==> config.mk <==
export PLATFORM = sky130hd
export DESIGN_NAME = rr_resource_scheduler_flat
export DESIGN_NICKNAME = d
export VERILOG_FILES = /design/src/rtl/rr_resource_scheduler_if.sv /design/src/rtl/rr_resource_scheduler.sv /design/src/flat_wrapper.sv
export SDC_FILE = /design/constraint.sdc
export NUM_CORES = 1
export LEC_CHECK = 0
export ABC_AREA = 1
export CAP_MARGIN = 20
export CORE_ASPECT_RATIO = 0.7
export CORE_MARGIN = 8
export CORE_UTILIZATION = 48
export DETAILED_ROUTE_END_ITERATION = 10
export MAX_ROUTING_LAYER = met4
export PLACE_DENSITY_LB_ADDON = 0.1
export SLEW_MARGIN = 40
export SYNTH_ARGS = -nofsm -noshare
export SYNTH_HDL_FRONTEND = slang
export SYNTH_SLANG_ARGS = --single-unit
==> constraint.sdc <==
create_clock -name clk -period 2.2 [get_ports clk]
set_clock_uncertainty 0.15 [all_clocks]
set_input_delay 0.55 -clock clk [delete_from_list [all_inputs] [get_ports clk]]
set_output_delay 0.55 -clock clk [all_outputs]
set_load 0.01 [all_outputs]
==> src/rtl/rr_resource_scheduler_if.sv <==
// Request/release/grant bundle between requesting pipeline stages and the scheduler.
// The requester side uses the master modport; the scheduler uses the slave modport.
interface rr_resource_scheduler_if #(
  parameter int unsigned N = 4
);
  localparam int unsigned IW = (N > 1) ? $clog2(N) : 1;

  logic [N-1:0]  req;
  logic [N-1:0]  done;
  logic [N-1:0]  grant;
  logic [IW-1:0] grant_id;
  logic          busy;
  logic          timeout;

  modport master (
    output req, done,
    input  grant, grant_id, busy, timeout
  );

  modport slave (
    input  req, done,
    output grant, grant_id, busy, timeout
  );
endinterface

==> src/rtl/rr_resource_scheduler.sv <==
// N-way round-robin scheduler for one shared resource: one grant is held until release, then priority rotates.
// Optional forced release after MAX_HOLD cycles is enabled with the ARB_TIMEOUT_EN macro.
module rr_resource_scheduler #(
  parameter int unsigned N        = 4,
  parameter int unsigned MAX_HOLD = 8
) (
  input logic                   clk,
  input logic                   reset_n,
  rr_resource_scheduler_if.slave sched
);
  localparam int unsigned IW = (N > 1) ? $clog2(N) : 1;

  if (N < 2 || N > 16 || MAX_HOLD < 1) begin : g_bad_param
    $error("rr_resource_scheduler: unsupported N/MAX_HOLD");
  end

  typedef enum logic {S_IDLE, S_GRANT} state_e;

  state_e        state_q, state_d;
  logic [N-1:0]  grant_q, grant_d;
  logic [IW-1:0] gid_q, gid_d;
  logic [IW-1:0] ptr_q, ptr_d;

  logic          release_w;
  logic          forced_w;
  logic [IW-1:0] rot_ptr;
  logic [IW-1:0] search_ptr;
  logic [N-1:0]  elig;
  logic          found;
  logic [IW-1:0] winner;

`ifdef ARB_TIMEOUT_EN
  localparam int unsigned HW = $clog2(MAX_HOLD + 1);
  logic [HW-1:0] hold_q, hold_d;

  // Forced release fires on the MAX_HOLD-th granted cycle, only if no natural release happens then.
  assign forced_w = (state_q == S_GRANT) && ((hold_q + HW'(1)) == HW'(MAX_HOLD)) &&
                    !sched.done[gid_q] && sched.req[gid_q];

  always_comb begin
    hold_d = '0;
    if (state_q == S_GRANT && !release_w) hold_d = hold_q + HW'(1);
  end

  always_ff @(posedge clk or negedge reset_n) begin
    if (!reset_n) hold_q <= '0;
    else          hold_q <= hold_d;
  end
`else
  assign forced_w = 1'b0;
`endif

  assign release_w = (state_q == S_GRANT) &&
                     (sched.done[gid_q] || !sched.req[gid_q] || forced_w);
  assign rot_ptr   = (gid_q == IW'(N - 1)) ? '0 : gid_q + IW'(1);

  // On release, arbitrate from the rotated pointer with the releasing index masked out.
  always_comb begin
    search_ptr = ptr_q;
    elig       = sched.req;
    if (release_w) begin
      search_ptr   = rot_ptr;
      elig[gid_q]  = 1'b0;
    end
  end

  always_comb begin
    int unsigned idx;
    found  = 1'b0;
    winner = '0;
    idx    = 0;
    for (int unsigned i = 0; i < N; i++) begin
      idx = (32'(search_ptr) + i) % N;
      if (!found && elig[idx]) begin
        found  = 1'b1;
        winner = IW'(idx);
      end
    end
  end

  always_comb begin
    state_d = state_q;
    grant_d = grant_q;
    gid_d   = gid_q;
    ptr_d   = ptr_q;
    unique case (state_q)
      S_IDLE: begin
        if (found) begin
          state_d         = S_GRANT;
          grant_d         = '0;
          grant_d[winner] = 1'b1;
          gid_d           = winner;
        end
      end
      S_GRANT: begin
        if (release_w) begin
          ptr_d = rot_ptr;
          if (found) begin
            grant_d         = '0;
            grant_d[winner] = 1'b1;
            gid_d           = winner;
          end else begin
            state_d = S_IDLE;
            grant_d = '0;
          end
        end
      end
      default: state_d = S_IDLE;
    endcase
  end

  always_ff @(posedge clk or negedge reset_n) begin
    if (!reset_n) begin
      state_q <= S_IDLE;
      grant_q <= '0;
      gid_q   <= '0;
      ptr_q   <= '0;
    end else begin
      state_q <= state_d;
      grant_q <= grant_d;
      gid_q   <= gid_d;
      ptr_q   <= ptr_d;
    end
  end

  assign sched.grant    = grant_q;
  assign sched.grant_id = gid_q;
  assign sched.busy     = |grant_q;
  assign sched.timeout  = forced_w;
endmodule

==> src/flat_wrapper.sv <==
// flat-port wrapper written by rule: the top's interface ports become plain ports
module rr_resource_scheduler_flat 
#(
  parameter int unsigned N        = 4,
  parameter int unsigned MAX_HOLD = 8
)
  (clk, reset_n, sched_req, sched_done, sched_grant, sched_grant_id, sched_busy, sched_timeout);
  rr_resource_scheduler_if #(.N(N)) sched_i ();
  input logic clk;
  input logic reset_n;
  input wire logic [$bits(sched_i.req)-1:0] sched_req;
  input wire logic [$bits(sched_i.done)-1:0] sched_done;
  output wire logic [$bits(sched_i.grant)-1:0] sched_grant;
  output wire logic [$bits(sched_i.grant_id)-1:0] sched_grant_id;
  output wire logic [$bits(sched_i.busy)-1:0] sched_busy;
  output wire logic [$bits(sched_i.timeout)-1:0] sched_timeout;
  assign sched_i.req = sched_req;
  assign sched_i.done = sched_done;
  assign sched_grant = sched_i.grant;
  assign sched_grant_id = sched_i.grant_id;
  assign sched_busy = sched_i.busy;
  assign sched_timeout = sched_i.timeout;
  rr_resource_scheduler #(.N(N), .MAX_HOLD(MAX_HOLD)) u_core (.clk(clk), .reset_n(reset_n), .sched(sched_i));
endmodule
# [Yosys cells after proc, flatten, opt, wreduce, memory -nomap -nowiden]
# Index checks and enable logic that the tools add are counted.
# W data, S select, Z words.
[word_totals] out_inout_bits=8 mem_count=0 register_bits=9 latch_bits=0 mem_bits_rw=0 mem_bits_ro=0 inputBits=10 elab_cells=72
[classes] n_reduce_logical=13 bitwise=3 shifts=0 div=0 n_mul=0 magnitude_cmp=8 n_addsub=4 eq_ne=3 muxes=37
[ops] operator="$lt A2 B3 Y1 const B" count=6
[ops] operator="$mux W2" count=8
[ops] operator="$mux W4" count=4
[ops] operator="$mux W1" count=14
[ops] operator="$bmux W1 S2" count=6
[ops] operator="$pmux W4 S2" count=1
[ops] operator="$logic_and A1 B1 Y1" count=6
[ops] operator="$add A2 B1 Y2 const B" count=2
[ops] operator="$add A2 B2 Y2 const B" count=2
[ops] operator="$and A4 B4 Y4" count=1
[ops] operator="$demux W1 S2" count=2
[ops] operator="$ge A2 B1 Y1 const B" count=2
[ops] operator="$logic_not A1 Y1" count=4
[ops] operator="$not A4 Y4" count=1
[ops] operator="$pmux W2 S2" count=1
[ops] operator="$reduce_or A4 Y1" count=1
[ops] operator="$eq A2 B2 Y1 const B" count=1
[ops] operator="$ne A2 B1 Y1 const B" count=1
[ops] operator="$ne A2 B2 Y1 const B" count=1
[ops] operator="$pmux W1 S2" count=1
[ops] operator="$reduce_and A2 Y1" count=1
[ops] operator="$logic_or A1 B1 Y1" count=1
[ops] operator="$not A1 Y1" count=1

# [Logic depth before layout (Yosys ltp)]
# Gate-level depths: netlist of the first run.
[depth] ltp_word=26 mapped_depth=19 ltp_nobuf=18

# [Worst setup path after synthesis of the first run]
# Ideal clock, no wire load.
[synth_path] path_type="register to register" start="register u_core.gid_q[0], in the netlist u_core.sched.grant_id[0]" end="register u_core.grant_q[0], in the netlist u_core.sched.grant[0]" path_stages_with_launch=16 setup_slack_ps=18 arrival_ps=1915 required_ps=1932 period_less_slack_ps=2182 setup_time_ps=118 path_cell_list="dfrtp_1 inv_2 ha_1 nand3b_2 nand2_4 nand2_2 nand2_4 nand2_4 nand2_4 nand3_4 inv_2 nand2_4 nand2_4 inv_2 nand3_1 nand2_1"
[synth_between] elab_chain_len=26 word_cells_on_any_way=56 cone_classes="add/sub: 4; order compare: 4; eq/ne: 3; mux: 31; bitwise: 2; reduce/logical: 12"
[synth_lines] item="from (decl)" line="rr_resource_scheduler.sv:21" rtl="logic [IW-1:0] gid_q, gid_d;"
[synth_lines] item="from (signal assigned)" line="rr_resource_scheduler.sv:121" rtl="gid_q <= gid_d;"
[synth_lines] item="$lt A2 B3 Y1 (implied by the code) / $ge A2 B1 Y1 (equally long branches)" line="rr_resource_scheduler.sv:63" rtl="elig[gid_q] = 1'b0;"
[synth_lines] item="$logic_and A1 B1 Y1 (implied by the code)" line="rr_resource_scheduler.sv:63"
[synth_lines] item="$mux W1 (implied by the code)" line="rr_resource_scheduler.sv:63"
[synth_lines] item="$demux W1 S2"
[synth_lines] item="$not A4 Y4 (no line)"
[synth_lines] item="$and A4 B4 Y4 (no line)"
[synth_lines] item="$mux W4" line="rr_resource_scheduler.sv:61" rtl="if (release_w) begin"
[synth_lines] item="$bmux W1 S2" line="rr_resource_scheduler.sv:74" rtl="if (!found && elig[idx]) begin"
[synth_lines] item="[10 not listed]"
[synth_lines] item="$mux W2" line="rr_resource_scheduler.sv:74"
[synth_lines] item="$lt A2 B3 Y1 (implied by the code) / $ge A2 B1 Y1 (equally long branches)" line="rr_resource_scheduler.sv:91, rr_resource_scheduler.sv:100"
[synth_lines] item="$logic_and A1 B1 Y1 (implied by the code)" line="rr_resource_scheduler.sv:91, rr_resource_scheduler.sv:100"
[synth_lines] item="$mux W1 (implied by the code)" line="rr_resource_scheduler.sv:91, rr_resource_scheduler.sv:100"
[synth_lines] item="$demux W1 S2"
[synth_lines] item="$mux W4" line="rr_resource_scheduler.sv:98" rtl="if (found) begin"
[synth_lines] item="$mux W4" line="rr_resource_scheduler.sv:96" rtl="if (release_w) begin"
[synth_lines] item="$pmux W4 S2" line="rr_resource_scheduler.sv:86" rtl="unique case (state_q)"
[synth_lines] item="to (signal assigned)" line="rr_resource_scheduler.sv:120" rtl="grant_q <= grant_d;"
[synth_lines] item="to (decl)" line="rr_resource_scheduler.sv:20" rtl="logic [N-1:0] grant_q, grant_d;"
# Parallel ways exist; a longest one is shown, timed or not. The select of a mux whose other input is x is not followed.
# A chain may end at the register's enable or synchronous reset.

# [Worst setup path in the final report of the first run]
[layout_path] start="input sched_req[1]" end="register u_core.grant_q[0], in the netlist u_core.sched.grant[0]"
[layout_between] elab_chain_len=25 word_cells_on_any_way=45 cone_classes="add/sub: 3; order compare: 2; eq/ne: 2; mux: 26; bitwise: 1; reduce/logical: 11"
[layout_lines] item="from (decl)" line="flat_wrapper.sv:11" rtl="input wire logic [$bits(sched_i.req)-1:0] sched_req;"
[layout_lines] item="branches (longest 25 deep; another with $add A2 B1 Y2)"
# Several ways; the timed one is not identified. The select of a mux whose other input is x is not followed.

==> key figures, run 1 <==
Timing
  – Final setup fails: 7
  – Fmax: approximately 400 MHz
  – RSZ-0062 raised after global routing: true
  – Setup TNS: -1.246 ns
  – Tcrit/Tclk final: 1.109
  – Minimum clock period: between 2 and 2.5 ns
  – Final WS setup: -0.2401 ns
  – Slew Viols, Final: 0
  – Final hold slack: 0.3592 ns
  – Endpoints failing hold: 0

Global route
  – Layer carrying the most global-route usage: met2
  – Met1 GRT Util: 0.2233
  – Initial antenna violation count: 0
  – GRT Total Usage: 0.1738
  – Met3 Use GR: 0.04181
  – First-pass GRT wire length: between 5 and 6 mm
  – Met2 Use GR: 0.2590
  – Vias in the first global route: ~1300
  – Total grt overflow: 0
  – Largest net degree at the start of global routing: 11

Placed design
  – Worst slack, placed: -0.6216 ns
  – Gpl congestion: between 0.9 and 1
  – IO Port Bufs: 16
  – Dpl hpwl: 2.349 mm

Setup path
  – CP max FO: 8
  – R2R setup slack: -0.22 ns
  – Crit path launch: sched_req[1]
  – CP arrival: 2.50 ns
  – Reg-to-reg critical path endpoint: u_core.sched.grant[0]
  – RR Startpoint: u_core.sched.grant_id[0]
  – R2R depth: 17
  – Setup crit end kind: flop
  – Critical path type: in -> reg
  – Setup crit start kind: input port
  – Data required, critical path: 2.26 ns
  – Crit path to: u_core.sched.grant[0]

Synthesis
  – Share of the synthesized area in the top cell type: 0.1959
  – Post-synthesis area per instance: ~7.1 sq um
  – Yosys warns: 0
  – Distinct cells, synth: 25
  – Mapped Cells: 162
  – Post-synthesis sequential area ratio: 0.1959
  – Synth top area cells: dfrtp_1 (20%), nand2_1 (16%), nand2_4 (16%)
  – Synthesized area: between 0.001 and 0.0015 sq mm
  – Mapped Nets: 176
  – Post-synth top area cell: dfrtp_1
  – Seq cells post-synth: 9

Cells and area
  – Filler Cells Inserted: 120
  – Antenna cell count: 0
  – Number of nets in the layout: 233
  – Share of cells above drive strength 1: 0.5734
  – Final Util: 0.8294
  – Area delta synth->final: 59.20%

Hold path
  – Worst min path class: reg -> reg
  – Hold Crit Start: u_core.sched.grant[2]

Clocking
  – Clock latency on the worst-skew pair: roughly 0.27 ns
  – Clock Sink Count: 9
  – CTS tree: yes
  – Hold-fix buffer count after cts: 0
  – Clock slew at reported path FFs: roughly 0.070 ns
  – CTS max path bufs: 2
  – H-tree depth: 1
  – Num CTS Buffers: 3
  – CTS root buf: clkbuf_4

Die
  – Num ports: 18
  – Placeable Area: about 0.0022 sq mm
  – Chip Width: between 70 and 80 um
  – Die area: between 0.004 and 0.005 sq mm
  – Initial Util: 0.5210
  – Core Rows: 14
  – Die height: roughly 57 um

Run
  – Total of max-cap violations: 0

Drt
  – Routed len/inst: between 15 and 20 um
  – DR pass1 iterations: 4
  – DR iter-0 viols: 141
  – DRC violations left: 0
  – Antenna Violating Nets Remaining: 0
  – DR vias/cell: roughly 5.6
  – DR vias: roughly 1400
  – Wirelength, routed: 4.444 mm

Run status
  – Status: finished with violations
  – Failing checks: negative setup slack
[critical path, stage by stage]
cell and delay [ns]:
dlygate4sd2_1 0.26, nand3_2 0.08, nand3_2 0.10, nand2_4 0.16, buf_6 0.15, nand3_1 0.08, nand2_1 0.10, nand2_1 0.08
nand2_2 0.14, nand2_4 0.09, nand2_8 0.09, nand3_4 0.09, inv_2 0.07, nand2_4 0.09, o21ai_4 0.17, nand2_1 0.10
nand2_2 0.07
[cells in the final DEF, fill, tap and decap left out, types with 6 or more instances in the layout]
master / count
buf_4: 35
clkdlybuf4s50_1: 6
dfrtp_1: 7
dlygate4sd2_1: 6
inv_1: 12
nand2_1: 35
nand2_2: 28
nand2_4: 15
nand3_1: 10
nand3_2: 13
[per-stage QoR]
| step | instance area, sq um | cells |
|---|---|---|
| after global routing | 1831 | 250 |
| after global placement | 1486 | 230 |
| after CTS | 1715 | 246 |
| after floorplan | 1150 | 162 |
| final | 1831 | 250 |
| after detailed placement | 1486 | 230 |
[repair_timing]
action / CTS / global route
cloned: 0 / 1
endpoints found under the setup margin: 8 / 9
gates resized for setup: 43 / 23
pin swaps: 27 / 26
setup buffers: 12 / 3
[area by class of cell]
cell class	instances	area [sq um]	share of cell area
clock buffers	3	22.52	0.01230
clock inverters	1	5.005	0.002734
inverters	17	66.31	0.03623
multi-input cells	133	1002	0.5475
flip-flops and latches	9	227.7	0.1244
well taps	32	40.04	0.02187
repair buffers	55	466.7	0.2550
[registers in the layout, summed over array words and instances (netlist names)]
signal and count:
u_core.sched.grant_id 2, u_core.ptr_q 2, u_core.state_q 1, u_core.sched.grant 4
[kinds of logic (layout without fill, tap and decap cells)]
| logic type | after synthesis | after routing | share of synthesized area |
|---|---|---|---|
| simple gates | 121 | 122 | 0.6246 |
| compound gates | 6 | 6 | 0.03917 |
| flops | 9 | 9 | 0.1959 |
| fa+ha+maj | 4 | 4 | 0.04353 |
| buf+inv | 21 | 76 | 0.09358 |
| other cells | 1 | 1 | 0.003261 |
[cell usage after synthesis (all sizes together)]
cell type,count
nand2,81
nand3,26
inv,17
nor2,10
dfrtp,9
buf,4
ha,4
o21ai,4
a21oi,2
nand4,2
conb,1
nand3b,1
or4,1
[how the worst min path moves through the flow]
| stage | slack, ns | endpoint | cells past startpoint |
|---|---|---|---|
| floorplan | 0.10 | u_core.ptr_q[0] | 0 |
| global placement | 0.33 | u_core.sched.grant[2] | 2 |
| detailed placement | 0.34 | u_core.sched.grant[2] | 2 |
| CTS | 0.35 | u_core.sched.grant[2] | 2 |
| global route | 0.38 | u_core.sched.grant[2] | 2 |
| finish | 0.36 | u_core.sched.grant[2] | 2 |
[per-layer routing]
| metal | share of wire | vias to the layer above |
|---|---|---|
| li1 | - | 625 |
| met1 | 0.39 | 647 |
| met2 | 0.48 | 86 |
| met3 | 0.092 | 33 |
| met4 | 0.045 | 0 |
| met5 | 0 | - |
Power of run 1 is not shown: default switching activity piles up to over one toggle a cycle in this logic, so the estimate is an artifact.
==> run 2, diff against run 1 <==
SETUP_SLACK_MARGIN = 0.3   (was unset)
==> key figures, run 2 (synthesis results as in run 1) <==
Run status
  – Status: finished with violations
  – Failing checks: negative setup slack

Placed design
  – IO Port Bufs: 16 (unchanged)
  – Placed Area: 0.001495 sq mm (+0.59%)
  – Dpl hpwl: 2.325 mm (-0.99%)
  – Gpl congestion: 0.9502 (+4.2%)

Timing
  – RSZ-0062 raised after global routing: true
  – Final WS setup: -0.1196 ns (+0.1206 ns)
  – Tcrit/Tclk final: 1.054 (-0.05480)
  – Endpoints failing hold: 0 (unchanged)
  – Final hold slack: 0.3437 ns (-0.01546 ns)
  – Minimum clock period: 2.320 ns (-0.1206 ns)
  – Slew Viols, Final: 0 (unchanged)
  – Final setup fails: 6 (-1)
  – Fmax: 431.1 MHz (+5.2%)

Global route
  – Initial antenna violation count: 0 (unchanged)
  – Total grt overflow: 0 (unchanged)
  – Vias in the first global route: 1165 (-7.3%)
  – First-pass GRT wire length: 5.464 mm (-4.9%)
  – Largest net degree at the start of global routing: 10 (-1)
  – GRT Total Usage: 0.1642 (-0.009660)

Clocking
  – Num CTS Buffers: 3 (unchanged)
  – CTS root buf: clkbuf_4
  – H-tree depth: 1 (unchanged)
  – Clock Sink Count: 9 (unchanged)
  – Clock slew at reported path FFs: 0.06 ns (about the same)
  – Clock latency on the worst-skew pair: 0.26 ns (about the same)
  – CTS tree: yes
  – CTS max path bufs: 2 (unchanged)
  – Hold-fix buffer count after cts: 0 (unchanged)

Setup path
  – Crit path to: u_core.sched.grant[3]
  – CP Depth: 16 (-1)
  – R2R depth: 16 (-1)
  – Buffers & Inverters on Critical Path: 2 (-1)
  – Setup crit end kind: flop
  – Critical path type: reg -> reg
  – RR Startpoint: u_core.sched.grant_id[0]
  – CP max FO: 7 (-1)
  – Slowest cell on crit path: dfrtp_2
  – Setup crit start kind: flop
  – CP most frequent cell: nand2_2
  – Max incr delay on CP: 0.47 ns (+0.21 ns)
  – Crit path launch: u_core.sched.grant_id[0]
  – CP cell instances: inv_2 > buf_4 > ha_1 > nor2_1 > nand3_1 > nand2_2 > nand2_2 > nand2_2 > nand2_4 > nand2_2 > nand4_1 > nand2_1 > nand2_2 > nor2_4 > nand2_1 > nand2_1
  – Reg-to-reg critical path endpoint: u_core.sched.grant[3]
  – Top Family by Delay on Critical Path: simple AND/OR/NAND/NOR gates
  – Data required, critical path: 2.25 ns (about the same)
  – CP arrival: 2.37 ns (-0.13 ns)
  – R2R setup slack: -0.12 ns (+0.10 ns)

Cells and area
  – Most used cells in the layout excluding fill and tap cells: nand2_1 (33), nand2_2 (28), buf_4 (22)
  – Most common cell after layout, fill and taps aside: nand2_1
  – Max FFs per register: 4 (unchanged)
  – Register area: 227.7 sq um (unchanged)
  – Cell area after layout: 0.001749 sq mm (-4.4%)
  – Antenna cell count: 0 (unchanged)
  – Filler Cells Inserted: 154 (+28%)
  – Area of the multi-input gates: 0.001051 sq mm (+4.9%)
  – Area delta synth->final: 52.12%
  – Number of nets in the layout: 219 (-6.0%)
  – Share of cells above drive strength 1: 0.5441 (-0.02928)

Hold path
  – Worst min path class: reg -> reg

Die
  – Core Rows: 14 (unchanged)
  – Die area: 0.004243 sq mm (unchanged)
  – Die height: 56.95 um (unchanged)
  – Num ports: 18 (unchanged)
  – Initial Util: 0.5210 (unchanged)
  – Chip Width: 74.50 um (unchanged)
  – Placeable Area: 0.002207 sq mm (unchanged)

Run
  – Total of max-cap violations: 0 (unchanged)

Drt
  – DR vias/cell: 4.932 (-11%)
  – DR iter-0 viols: 30 (-79%)
  – DR vias: 1164 (-16%)
  – Antenna Violating Nets Remaining: 0 (unchanged)
  – Routed len/inst: 13.40 um (-25%)
  – DRC violations left: 0 (unchanged)
  – DR pass1 iterations: 4 (unchanged)
  – Wirelength, routed: 3.163 mm (-29%)
==> run 2: worst min-delay path by stage <==
stage | startpoint | end | cells past startpoint
3_5_place_dp | u_core.sched.grant[2] | u_core.sched.grant[2] | 2
5_1_grt | u_core.sched.grant[0] | u_core.sched.grant[0] | 2
2_1_floorplan | reset_n | u_core.ptr_q[0] | 0
4_1_cts | u_core.sched.grant[2] | u_core.sched.grant[2] | 2
6_report | u_core.sched.grant[2] | u_core.sched.grant[2] | 2
3_3_place_gp | u_core.sched.grant[0] | u_core.sched.grant[0] | 2
==> run 2: metal layers <==
layer  GRT usage  vias up  wire (um)
met5           -        -          0
met2      0.2429       35       1458
li1            -      597          -
met3     0.03659        2        158
met4     0.02500        0         13
met1      0.2240      530       1533
==> run 2: metrics by stage <==
step / setup TNS, ns / util / worst slack (ns) / std cells
2_1_floorplan: 0 / - / 0.07986 / 162
3_3_place_gp: -3.900 / 0.6774 / -0.6325 / 223
3_5_place_dp: -4.481 / 0.6774 / -0.7231 / 223
4_1_cts: -0.4754 / 0.7517 / -0.09824 / 232
5_1_grt: -1.165 / 0.7925 / -0.2286 / 236
6_report: -0.5028 / 0.7925 / -0.1196 / 236
==> run 2: cell type report <==
type,count,area share
repair buffers,40,0.1917
multi-input cells,134,0.6009
inverters,17,0.03934
well taps,32,0.02289
clock buffers,4,0.01502
flip-flops and latches,9,0.1302
==> run 2: what timing repair did <==
| item | CTS | global route |
|---|---|---|
| buffers inserted | 3 | 4 |
| cloned | 2 | 0 |
| gates resized for setup | 40 | 20 |
| pin swaps | 22 | 17 |
| endpoints found under the setup margin | 12 | 12 |
==> run 2: worst min-delay path: stages, from the launching register on <==
cell     delay (ns)
dfrtp_1        0.36
nand2_1        0.05
nand2_1        0.05
Power of run 2 is left out for the same reason.
==> run 3, diff against run 2 <==
CELL_PAD_IN_SITES_DETAIL_PLACEMENT = 0   (was unset)
CELL_PAD_IN_SITES_GLOBAL_PLACEMENT = 1   (was unset)
CORE_MARGIN = 5   (was 8)
CORE_UTILIZATION = 35   (was 48)
PLACE_DENSITY = 0.75   (was unset)
PLACE_DENSITY_LB_ADDON = unset   (was 0.1)
==> key figures, run 3 (synthesis results as in run 1) <==
Die
  – Die area: 0.004550 sq mm (+7.2%)
  – Die height: 57.96 um (+1.8%)
  – Core Rows: 17 (+3)
  – Chip Width: 78.51 um (+5.4%)
  – Placeable Area: 0.003148 sq mm (+43%)
  – Initial Util: 0.3653 (-0.1557)
  – Num ports: 18 (unchanged)

Cells and area
  – Final Util: 0.5652 (-0.2273)
  – Most common cell after layout, fill and taps aside: nand2_1
  – Antenna cell count: 0 (unchanged)
  – Max FFs per register: 4 (unchanged)
  – Most used cells in the layout excluding fill and tap cells: nand2_1 (33), nand2_2 (26), nand2_4 (20)
  – Share of cells above drive strength 1: 0.5616 (+0.01746)
  – Number of nets in the layout: 218 (-0.46%)
  – Final non-filler cell total: 241 (+2.1%)
  – Area delta synth->final: 54.73%

Drt
  – Met2 Routed Length: 1.476 mm (+1.2%)
  – DR iter-0 viols: 32 (+6.7%)
  – Uppermost routed layer: met4
  – Metal3 WL: 69 um (-56%)
  – Antenna Violating Nets Remaining: 0 (unchanged)
  – DRC violations left: 0 (unchanged)
  – Metal-1 WL: 1.559 mm (+1.7%)
  – Wirelength, routed: 3.122 mm (-1.3%)
  – DR pass1 iterations: 4 (unchanged)
  – DR vias: 1176 (+1.0%)
  – DR vias/cell: 4.880 (-1.1%)
  – Routed len/inst: 12.95 um (-3.3%)

Run status
  – Failing checks: negative setup slack
  – Status: finished with violations

Timing
  – Final hold slack: 0.3524 ns (+0.008714 ns)
  – Fmax: 439.0 MHz (+1.8%)
  – Final WS setup: -0.07776 ns (+0.04180 ns)
  – Final setup fails: 6 (unchanged)
  – RSZ-0062 raised after global routing: true
  – Minimum clock period: 2.278 ns (-0.04180 ns)
  – Endpoints failing hold: 0 (unchanged)
  – Tcrit/Tclk final: 1.035 (-0.01900)
  – Slew Viols, Final: 0 (unchanged)

Clocking
  – Clock Sink Count: 9 (unchanged)
  – H-tree depth: 1 (unchanged)
  – Num CTS Buffers: 3 (unchanged)
  – CTS max path bufs: 2 (unchanged)
  – CTS root buf: clkbuf_8
  – Clock latency on the worst-skew pair: 0.23 ns (-0.03 ns)
  – CTS tree: yes
  – Clock slew at reported path FFs: 0.04 ns (-0.02 ns)
  – Hold-fix buffer count after cts: 0 (unchanged)

Global route
  – Total grt overflow: 0 (unchanged)
  – Largest net degree at the start of global routing: 10 (unchanged)
  – First-pass GRT wire length: 5.326 mm (-2.5%)
  – Initial antenna violation count: 0 (unchanged)
  – GRT Total Usage: 0.1506 (-0.01354)
  – Vias in the first global route: 1126 (-3.3%)

Run
  – Total of max-cap violations: 0 (unchanged)

Setup path
  – CP max FO: 6 (-1)
  – Setup crit end kind: flop
  – CP arrival: 2.25 ns (-0.12 ns)
  – Setup crit start kind: input port
  – Critical path type: in -> reg
  – Data required, critical path: 2.17 ns (-0.08 ns)

Placed design
  – IO Port Bufs: 16 (unchanged)
  – Gpl congestion: 0.7662 (-19%)
  – Dpl hpwl: 2.371 mm (+2.0%)
  – Dpl cells: 228 (+2.2%)
  – Worst slack, placed: -0.7653 ns (-0.04220 ns)

Hold path
  – Worst min path class: reg -> reg
[run 3: cell types whose count changed in the layout (fill, tap and decap cells not counted), moves of 2 or more]
cell / change
nand2_2: -2
clkbuf_8: +3
dlygate4sd2_1: -6
buf_4: -3
clkdlybuf4s50_1: +4
nand3_2: +4
nand3_4: -2
dlymetal6s2s_1: -3
clkdlybuf4s15_1: +4
nand3_1: -2
clkbuf_4: -3
buf_2: +2
nand2_4: +3
[run 3: cell type report]
class | count | area [sq um]
clock buffer | 4 | 45.04
fill | 283 | 1369
inverter | 17 | 68.82
multi-input combinational | 134 | 1051
sequential | 9 | 227.7
tap | 38 | 47.55
timing repair buffer | 39 | 339.1
[run 3: worst paths after layout]
kind | startpoint | end | slack, ns | cells past startpoint
setup / recovery | sched_req[1] | u_core.sched.grant[0] | -0.08 | 18
hold / removal | u_core.sched.grant[3] | u_core.sched.grant[3] | 0.35 | 2
setup reg to reg | u_core.sched.grant_id[0] | u_core.sched.grant[0] | -0.07 | 18
hold reg to reg | u_core.sched.grant[3] | u_core.sched.grant[3] | 0.35 | 2
max in group asynchronous | reset_n | u_core.sched.grant_id[0] | 1.13 | 1
min in group asynchronous | reset_n | u_core.sched.grant[1] | 0.46 | 1
[run 3: per-layer routing]
metal / up-vias / global-route usage
li1: 596 / -
met1: 563 / 0.2114
met2: 15 / 0.2346
met3: 2 / 0.02019
met4: 0 / 0.02494
met5: - / -
[run 3: through the flow]
stage,TNS (ns),cell area (sq um)
after CTS,-0.4168,1724
after global placement,-4.117,1495
after global routing,-1.526,1779
final,-0.4015,1779
after floorplan,0,1211
after detailed placement,-4.771,1495
[run 3: timing repair]
action	CTS	global route
endpoints found under the setup margin	11	8
setup buffers	5	2
pin swaps	29	17
gates resized for setup	57	10
cloned	2	0
[run 3: critical path, cell delays in order]
cell	delay, ns
clkdlybuf4s15_1	0.20
nand3_2	0.08
nand3_2	0.10
nand2_4	0.17
buf_6	0.14
nand3_4	0.06
nand2_4	0.11
nand2_1	0.07
nand2_2	0.10
nand2_2	0.07
nand2_4	0.09
nand3_4	0.09
inv_2	0.07
nand2_4	0.08
nand2_8	0.09
inv_2	0.06
nand3_2	0.06
nand2_1	0.05
Power of run 3 is left out for the same reason.
